<file path="src/rtl/ethernet_pkg.sv">
// Shared constants, register map defaults and FSM state type for the Ethernet TX path.
package ethernet_pkg;

  localparam int unsigned eth_mtu           = 2048;
  localparam int unsigned packet_size_width = 12;
  localparam int unsigned mmio_addr_width   = 14;
  localparam int unsigned size_width        = 2;
  localparam int unsigned poll_limit        = 1024;

  localparam logic [mmio_addr_width-1:0] tx_buf_base_default  = 14'h0800;
  localparam logic [mmio_addr_width-1:0] tx_req_addr_default  = 14'h1010;
  localparam logic [mmio_addr_width-1:0] tx_send_addr_default = 14'h1018;
  localparam logic [mmio_addr_width-1:0] tx_size_addr_default = 14'h1028;

  typedef enum logic [2:0] {
    IDLE, POLL_REQ, POLL_WAIT, WRITE, SIZE, SEND, DONE
  } state_e;

  // op_size encoding is log2 of the access size in bytes
  function automatic logic [size_width-1:0] full_word_size(input int unsigned width);
    return size_width'($clog2(width / 8));
  endfunction

endpackage

</file>
<file path="src/rtl/ethernet_tx_poll_timer.sv">
// Counts consecutive "buffer busy" poll responses; flags the one that reaches the limit.
module ethernet_tx_poll_timer
  import ethernet_pkg::*;
#(
  parameter int unsigned limit_p = poll_limit
) (
  input  logic clk_i,
  input  logic reset_n_i,
  input  logic clear_i,
  input  logic zero_i,
  output logic expired_o
);

  localparam int unsigned cw_lp = $clog2(limit_p);

  logic [cw_lp-1:0] count;

  always_ff @(posedge clk_i) begin
    if (!reset_n_i || clear_i) begin
      count <= '0;
    end else if (zero_i) begin
      count <= count + cw_lp'(1);
    end
  end

  assign expired_o = zero_i && (count == cw_lp'(limit_p - 1));

endmodule

</file>
<file path="src/rtl/ethernet_tx_mmio_initiator.sv">
// Copies one packet from a payload stream into the MAC TX buffer over MMIO, then triggers send.
// Optional poll timeout is enabled by defining ETH_TX_INIT_TIMEOUT_EN.
module ethernet_tx_mmio_initiator
  import ethernet_pkg::*;
#(
  parameter int unsigned                 data_width_p   = 32,
  parameter logic [mmio_addr_width-1:0]  tx_buf_base_p  = tx_buf_base_default,
  parameter logic [mmio_addr_width-1:0]  tx_req_addr_p  = tx_req_addr_default,
  parameter logic [mmio_addr_width-1:0]  tx_send_addr_p = tx_send_addr_default,
  parameter logic [mmio_addr_width-1:0]  tx_size_addr_p = tx_size_addr_default
) (
  input  logic                          clk_i,
  input  logic                          reset_n_i,
  input  logic                          cmd_v_i,
  input  logic [packet_size_width-1:0]  cmd_len_i,
  output logic                          cmd_ready_o,
  input  logic                          data_v_i,
  input  logic [data_width_p-1:0]       data_i,
  output logic                          data_yumi_o,
  output logic [mmio_addr_width-1:0]    addr_o,
  output logic                          write_en_o,
  output logic                          read_en_o,
  output logic [size_width-1:0]         op_size_o,
  output logic [data_width_p-1:0]       write_data_o,
  input  logic [data_width_p-1:0]       read_data_i,
  input  logic                          read_data_v_i,
  output logic                          done_o,
  output logic                          error_o,
  output logic                          busy_o
);

  localparam int unsigned           shift_lp   = $clog2(data_width_p / 8);
  localparam int unsigned           lw_lp      = packet_size_width + 1;
  localparam logic [size_width-1:0] op_full_lp = full_word_size(data_width_p);

  state_e                       state, state_n;
  logic [packet_size_width-1:0] len_r;
  logic [packet_size_width-1:0] beat_r;
  logic                         err_r;
  logic                         accept, len_ok, beat_last, timeout;
  logic [lw_lp-1:0]             beats_total;
  logic                         unused_read_bits;

  // accept is built from state rather than cmd_ready_o to keep the comb block loop-free
  assign accept      = cmd_v_i && reset_n_i && (state == IDLE);
  assign len_ok      = (cmd_len_i != '0) && (cmd_len_i <= packet_size_width'(eth_mtu));
  assign beats_total = (lw_lp'(len_r) + lw_lp'((data_width_p / 8) - 1)) >> shift_lp;
  assign beat_last   = ({1'b0, beat_r} == beats_total - lw_lp'(1));
  assign busy_o      = (state != IDLE);
  assign unused_read_bits = ^read_data_i[data_width_p-1:1];

`ifdef ETH_TX_INIT_TIMEOUT_EN
  logic poll_zero;
  assign poll_zero = (state == POLL_WAIT) && read_data_v_i && !read_data_i[0];

  ethernet_tx_poll_timer #(.limit_p(poll_limit)) u_poll_timer (
    .clk_i     (clk_i),
    .reset_n_i (reset_n_i),
    .clear_i   (accept),
    .zero_i    (poll_zero),
    .expired_o (timeout)
  );
`else
  assign timeout = 1'b0;
`endif

  always_ff @(posedge clk_i) begin
    if (!reset_n_i) begin
      state  <= IDLE;
      len_r  <= '0;
      beat_r <= '0;
      err_r  <= 1'b0;
    end else begin
      state <= state_n;
      if (accept) begin
        len_r  <= cmd_len_i;
        beat_r <= '0;
        err_r  <= !len_ok;
      end else if (state == WRITE && data_v_i) begin
        beat_r <= beat_r + packet_size_width'(1);
      end else if (state == POLL_WAIT && read_data_v_i && !read_data_i[0] && timeout) begin
        err_r <= 1'b1;
      end
    end
  end

  always_comb begin
    state_n      = state;
    cmd_ready_o  = 1'b0;
    data_yumi_o  = 1'b0;
    addr_o       = '0;
    write_en_o   = 1'b0;
    read_en_o    = 1'b0;
    op_size_o    = '0;
    write_data_o = '0;
    done_o       = 1'b0;
    error_o      = 1'b0;
    case (state)
      IDLE: begin
        cmd_ready_o = reset_n_i;
        if (accept) state_n = len_ok ? POLL_REQ : DONE;
      end
      POLL_REQ: begin
        read_en_o = 1'b1;
        addr_o    = tx_req_addr_p;
        op_size_o = op_full_lp;
        state_n   = POLL_WAIT;
      end
      POLL_WAIT: begin
        if (read_data_v_i) begin
          if (read_data_i[0])  state_n = WRITE;
          else if (timeout)    state_n = DONE;
          else                 state_n = POLL_REQ;
        end
      end
      WRITE: begin
        data_yumi_o = data_v_i;
        if (data_v_i) begin
          write_en_o   = 1'b1;
          addr_o       = tx_buf_base_p + (mmio_addr_width'(beat_r) << shift_lp);
          write_data_o = data_i;
          op_size_o    = op_full_lp;
          if (beat_last) state_n = SIZE;
        end
      end
      SIZE: begin
        write_en_o   = 1'b1;
        addr_o       = tx_size_addr_p;
        write_data_o = data_width_p'(len_r);
        op_size_o    = op_full_lp;
        state_n      = SEND;
      end
      SEND: begin
        write_en_o   = 1'b1;
        addr_o       = tx_send_addr_p;
        write_data_o = data_width_p'(1);
        op_size_o    = op_full_lp;
        state_n      = DONE;
      end
      DONE: begin
        done_o  = 1'b1;
        error_o = err_r;
        state_n = IDLE;
      end
      default: state_n = IDLE;
    endcase
  end

endmodule

</file>
<file path="config.mk">
export PLATFORM = sky130hd
export DESIGN_NAME = ethernet_tx_mmio_initiator
export DESIGN_NICKNAME = d
export VERILOG_FILES = /design/src/rtl/ethernet_pkg.sv /design/src/rtl/ethernet_tx_poll_timer.sv /design/src/rtl/ethernet_tx_mmio_initiator.sv
export SDC_FILE = /design/constraint.sdc
export NUM_CORES = 1
export LEC_CHECK = 0
export CAP_MARGIN = 15
export CORE_UTILIZATION = 25
export CTS_CLUSTER_DIAMETER = 100
export DETAILED_ROUTE_END_ITERATION = 10
export SKIP_CTS_REPAIR_TIMING = 1
export SYNTH_ARGS = -nofsm -noshare
export SYNTH_HDL_FRONTEND = slang
export SYNTH_SLANG_ARGS = --single-unit
</file>
<file path="constraint.sdc">
create_clock -name clk_i -period 3.6 [get_ports clk_i]
set_input_delay 1.08 -clock clk_i [delete_from_list [all_inputs] [get_ports clk_i]]
set_output_delay 1.08 -clock clk_i [all_outputs]
set_load 0.05 [all_outputs]
</file>
After elaboration in Yosys (flattened, before gate mapping). Index checks and enable logic that the tools add are counted.

Add/subtract/negate cells: 4. Magnitude comparators: 1. Eq/ne operators: 11. Mux-type cells: 20. Bitwise operators: 1. Reductions and logical operators: 12.

Operators with widths (number): one-hot mux 32 bit (3 select lines) (1); one-hot mux 14 bit (4 select lines) (1); 2-to-1 mux 32 bit (1); one-hot mux 3 bit (6 select lines) (1); 2-to-1 mux 3 bit (5); adder 12 x 14 -> 14 bit (first input constant) (1); 2-to-1 mux 14 bit (1); adder 12 x 2 -> 13 bit (second input constant) (1); equality test 12 x 13 -> 1 bit (1); adder 12 x 1 -> 12 bit (second input constant) (1); <= comparator 12 bit (second input constant) (1); nonzero test 12 bit (1); subtractor 11 x 1 -> 12 bit (second input constant) (1); equality test 3 bit (second input constant) (3); != test 2 bit (second input constant) (4); equality test 3 x 2 -> 1 bit (second input constant) (2); 2-to-1 mux 1 bit (6); logical AND 1 bit (4); 2-to-1 mux 2 bit (2); one-hot mux 2 bit (2 select lines) (1); AND reduction 4 bit (1); OR reduction 2 bit (2); equality test 3 x 1 -> 1 bit (second input constant) (1); zero test 3 bit (1); 5 further kinds (5).

Bits in registers: 28. Input bits: 81. Output and inout bits: 55. Logic and storage cells: 53.

Longest topological paths before layout. Gate-level depths: netlist of run 1.

Depth after elaboration: 6. Mapped depth: 10.

Worst setup path after synthesis of run 1. OpenSTA, ideal clock, no wires.

Path type: input to output. Start: input port data_v_i. End: output port addr_o[4]. Arrival: 2.661 ns. Required time: 2.520 ns. Setup slack: -0.141 ns. Cell stages on the path: 6. Path through: nand2_1 > inv_1 > buf_2 > clkbuf_1 > nand2_1 > o21ai_0.

Word-level cells in the longest chain between the ends: 2.

Ends and longest elaborated chain: start: declaration (RTL line ethernet_tx_mmio_initiator.sv:17) `input logic data_v_i,`; 2-to-1 mux 14 bit (RTL line ethernet_tx_mmio_initiator.sv:118) `if (data_v_i) begin`; one-hot mux 14 bit (4 select lines) (RTL line ethernet_tx_mmio_initiator.sv:98) `case (state)`; end: declaration (RTL line ethernet_tx_mmio_initiator.sv:20) `output logic [mmio_addr_width-1:0] addr_o,`.

No other way between the ends.

Final worst setup path of run 1.
Start: input port data_v_i. End: output port write_data_o[3].

Word-level cells in the longest chain between the ends: 2.

Ends and longest elaborated chain: 2-to-1 mux 32 bit (RTL line ethernet_tx_mmio_initiator.sv:118); one-hot mux 32 bit (3 select lines) (RTL line ethernet_tx_mmio_initiator.sv:98); end: declaration (RTL line ethernet_tx_mmio_initiator.sv:24) `output logic [data_width_p-1:0] write_data_o,`.

No other way between the ends.

==> flow_summary_export.csv, run 1 <==
group,metric,value,unit
clock_tree,clk_latency,0.28,ns
clock_tree,clk_pin_slew,0.10,ns
sta,period_minus_slack,3.42,ns
floorplanning,rows,34,
setup_path,cp.required,2.52,ns
detailed_routing,drc,0,
setup_path,rr_startpoint,"len_r[0]",
sta,setup_tns,0,ns
job,maxCapViolCount,0,
logic_synthesis,synthesis.instances,308,
logic_synthesis,synth_edf_count,0,
setup_path,critPathKind,"input pin to primary output",
sta,slew_headroom,56.0,%
finish,drive_gt1_share,18.0,%
global_routing,grt_overflow,0,
global_routing,grt_pass1_wl,11.2,mm
logic_synthesis,synth-main-ff-cell,"dfxtp_1",
setup_path,cp_slowest_cell,"clkdlybuf4s50_1",
clock_tree,cts_buffers,3,
hold_path,holdPathStages,2,
detailed_routing,vias,2412,
clock_tree,clockBufferDepth,2,
hold_path,hp-class,"flop to flop",
floorplanning,ios,136,
sta,worst_hold_slack,0.490,ns
floorplanning,die_y,97.2,µm
sta,worst_pin_slew,0.654,ns
sta,drv_slew,0,
setup_path,endpoint_kind,"primary output",
clock_tree,clkSinkCount,28,
setup_path,cp.arrival,2.34,ns
setup_path,reg2regPathDepth,9,
finish,diodes,0,
detailed_routing,avgRoutedWirePerCell,13.2,µm
logic_synthesis,synth.distinct_cells,53,
finish,final_net_count,479,
placement,io_buffers,101,
setup_path,r2r_setup_slack,0.58,ns
floorplanning,core_area,8760,µm²
finish,utilization,44.1,%
power,powerDensity,320,nW/µm²
setup_path,cp_max_fo,35,
sta,fmax,292,MHz
setup_path,cpMostUsedCell,"buf_12",
placement,dpl-instance-area,3800,µm²
sta,setup_viol,0,
setup_path,critical_path.cell_chain,"clkdlybuf4s50_1 > nand2_1 > inv_1 > buf_12 > a22o_1 > buf_12",
placement,place_congestion,0.845,
sta,hold_viol,0,
power,power_leakage,1.48,nW
clock_tree,htreeDepth,1,
finish,final_area,3870,µm²
hold_path,hold_start,"err_r",
detailed_routing,drt-total-wl,6.63,mm
floorplanning,initial_core_util,25.9,%
sta,rsz0062_at_grt,"false",
floorplanning,die_x,97.2,µm
global_routing,antenna_found_initial,0,
sta,finalClockSkew,0.00735,ns
power,worst_ir_drop_vdd,0.243,mV
logic_synthesis,synth-async-reset-ratio,0,%
logic_synthesis,synth.avg_cell_area,7.36,µm²
logic_synthesis,yosysWarningCount,0,
logic_synthesis,ys_ff_latch,28,
detailed_routing,antenna_left,0,
floorplanning,dieArea,9450,µm²
finish,multi_input_area,1530,µm²
finish,syn2layout_area_growth,70.7,%
global_routing,grtUsageTotal,14.1,%
finish,fill_cells,863,
run_status,status,"completed",
logic_synthesis,yosysSeqAreaShare,24.7,%
clock_tree,cts_tree,"built",
sta,period_share,95.0,%
logic_synthesis,syn_area,2270,µm²
global_routing,grt_pass1_vias,2289,
placement,dpl.hpwl,5.41,mm
setup_path,r2r-end,"state[1]",
clock_tree,clockRootBuffer,"clkbuf_8",
finish,seq_area,561,µm²
setup_path,start_kind,"input pin",
global_routing,grt_max_degree,36,
detailed_routing,drt-initial-drc-count,178,
hold_path,min_to,"err_r",
setup_path,cpPeakStageDelay,0.48,ns
power,fin_total_pwr,1.24,mW
detailed_routing,dr.pass1.iters,4,
detailed_routing,via_per_inst,4.80,
-- per-stage QoR --
step / setup slack [ns] / std cells
after global placement: 0.188 / 498
after CTS: 0.182 / 502
after floorplan: 0.142 / 310
after detailed placement: 0.189 / 498
after global routing: 0.0947 / 502
final: 0.181 / 502
-- report_power, final --
part | switching, mW | total (mW) | internal [mW]
registers | 0.0582 | 0.392 | 0.334
logic | 0.312 | 0.595 | 0.283
clock network | 0.102 | 0.251 | 0.149
total | 0.472 | 1.24 | 0.766
-- worst max path at each step --
stage | end | slack (ns) | from | cells past startpoint
4_1_cts | write_data_o[3] | 0.18 | data_v_i | 6
6_report | write_data_o[3] | 0.18 | data_v_i | 6
3_5_place_dp | write_data_o[3] | 0.19 | data_v_i | 6
2_1_floorplan | addr_o[4] | 0.14 | data_v_i | 6
5_1_grt | addr_o[4] | 0.09 | data_v_i | 7
3_3_place_gp | write_data_o[3] | 0.19 | data_v_i | 6
-- worst max-delay path: cells and delay by family --
| kind | cells | cell delay, ns |
|---|---|---|
| simple gates | 1 | 0.07 |
| buf+inv | 4 | 0.96 |
| compound gates | 1 | 0.22 |
-- state kept, by name, summed over array words and instances, names as in the netlist --
signal,flops
beat_r,12
state,3
err_r,1
len_r,12
-- area by class of cell --
type / count / area share, %
inverters: 3 / 0.291
well taps: 108 / 3.49
flip-flops and latches: 28 / 14.5
multi-input cells: 251 / 39.6
clock buffers: 3 / 1.07
repair buffers: 108 / 40.2
clock inverters: 1 / 0.776
-- cell usage after synthesis (all sizes together), types with 5 or more instances --
cell type / number / area share (%)
o21ai: 21 / 4.6
clkbuf: 17 / 4.2
a21oi: 5 / 1.1
nor3: 12 / 2.7
nor2: 26 / 4.3
nand2: 45 / 7.5
and3: 5 / 1.4
a22o: 11 / 4.3
nand4: 6 / 1.7
nand3: 7 / 1.5
buf: 11 / 3.3
xor2: 14 / 5.4
xnor2: 13 / 5.0
dfxtp: 28 / 25
and2: 29 / 8.1
-- kinds of logic after synthesis --
logic type,after synthesis,synth area share (%)
AND/OR/NAND/NOR,162,37.9
adder cells (fa/ha/maj),3,1.66
AO/OA/AOI/OAI,54,16.2
XOR/XNOR,27,10.4
other,1,0.165
multiplexers,2,0.939
flip-flops,28,24.7
buffers and inverters,31,7.95
-- cell usage in the layout (no fill, tap or decap), drive strengths merged, types with 6 or more instances in the layout --
cell type and instances:
buf 55, nand4 6, and2 29, xor2 14
a22o 11, clkdlybuf4s50 53, dfxtp 28, nand3 7
nor2 26, o21ai 21, nand2 45, nor3 12
xnor2 13
-- per-layer routing --
metal,share of wire [%],global-route usage (%)
met3,5.3,2.66
met2,48,24.5
met4,0.63,1.84
met1,46,18.5
met5,0,0
(Power assumes the default switching activity.)
==> inputs of run 2 (changes only) <==
--- a/config.mk
+++ b/config.mk
@@ -8,6 +8,7 @@
 export CAP_MARGIN = 15
 export CORE_UTILIZATION = 25
 export CTS_CLUSTER_DIAMETER = 100
+export CTS_CLUSTER_SIZE = 16
 export DETAILED_ROUTE_END_ITERATION = 10
 export SKIP_CTS_REPAIR_TIMING = 1
 export SYNTH_ARGS = -nofsm -noshare
==> results of run 2 <==
Final layout, timing and power as in run 1 (identical DEF).
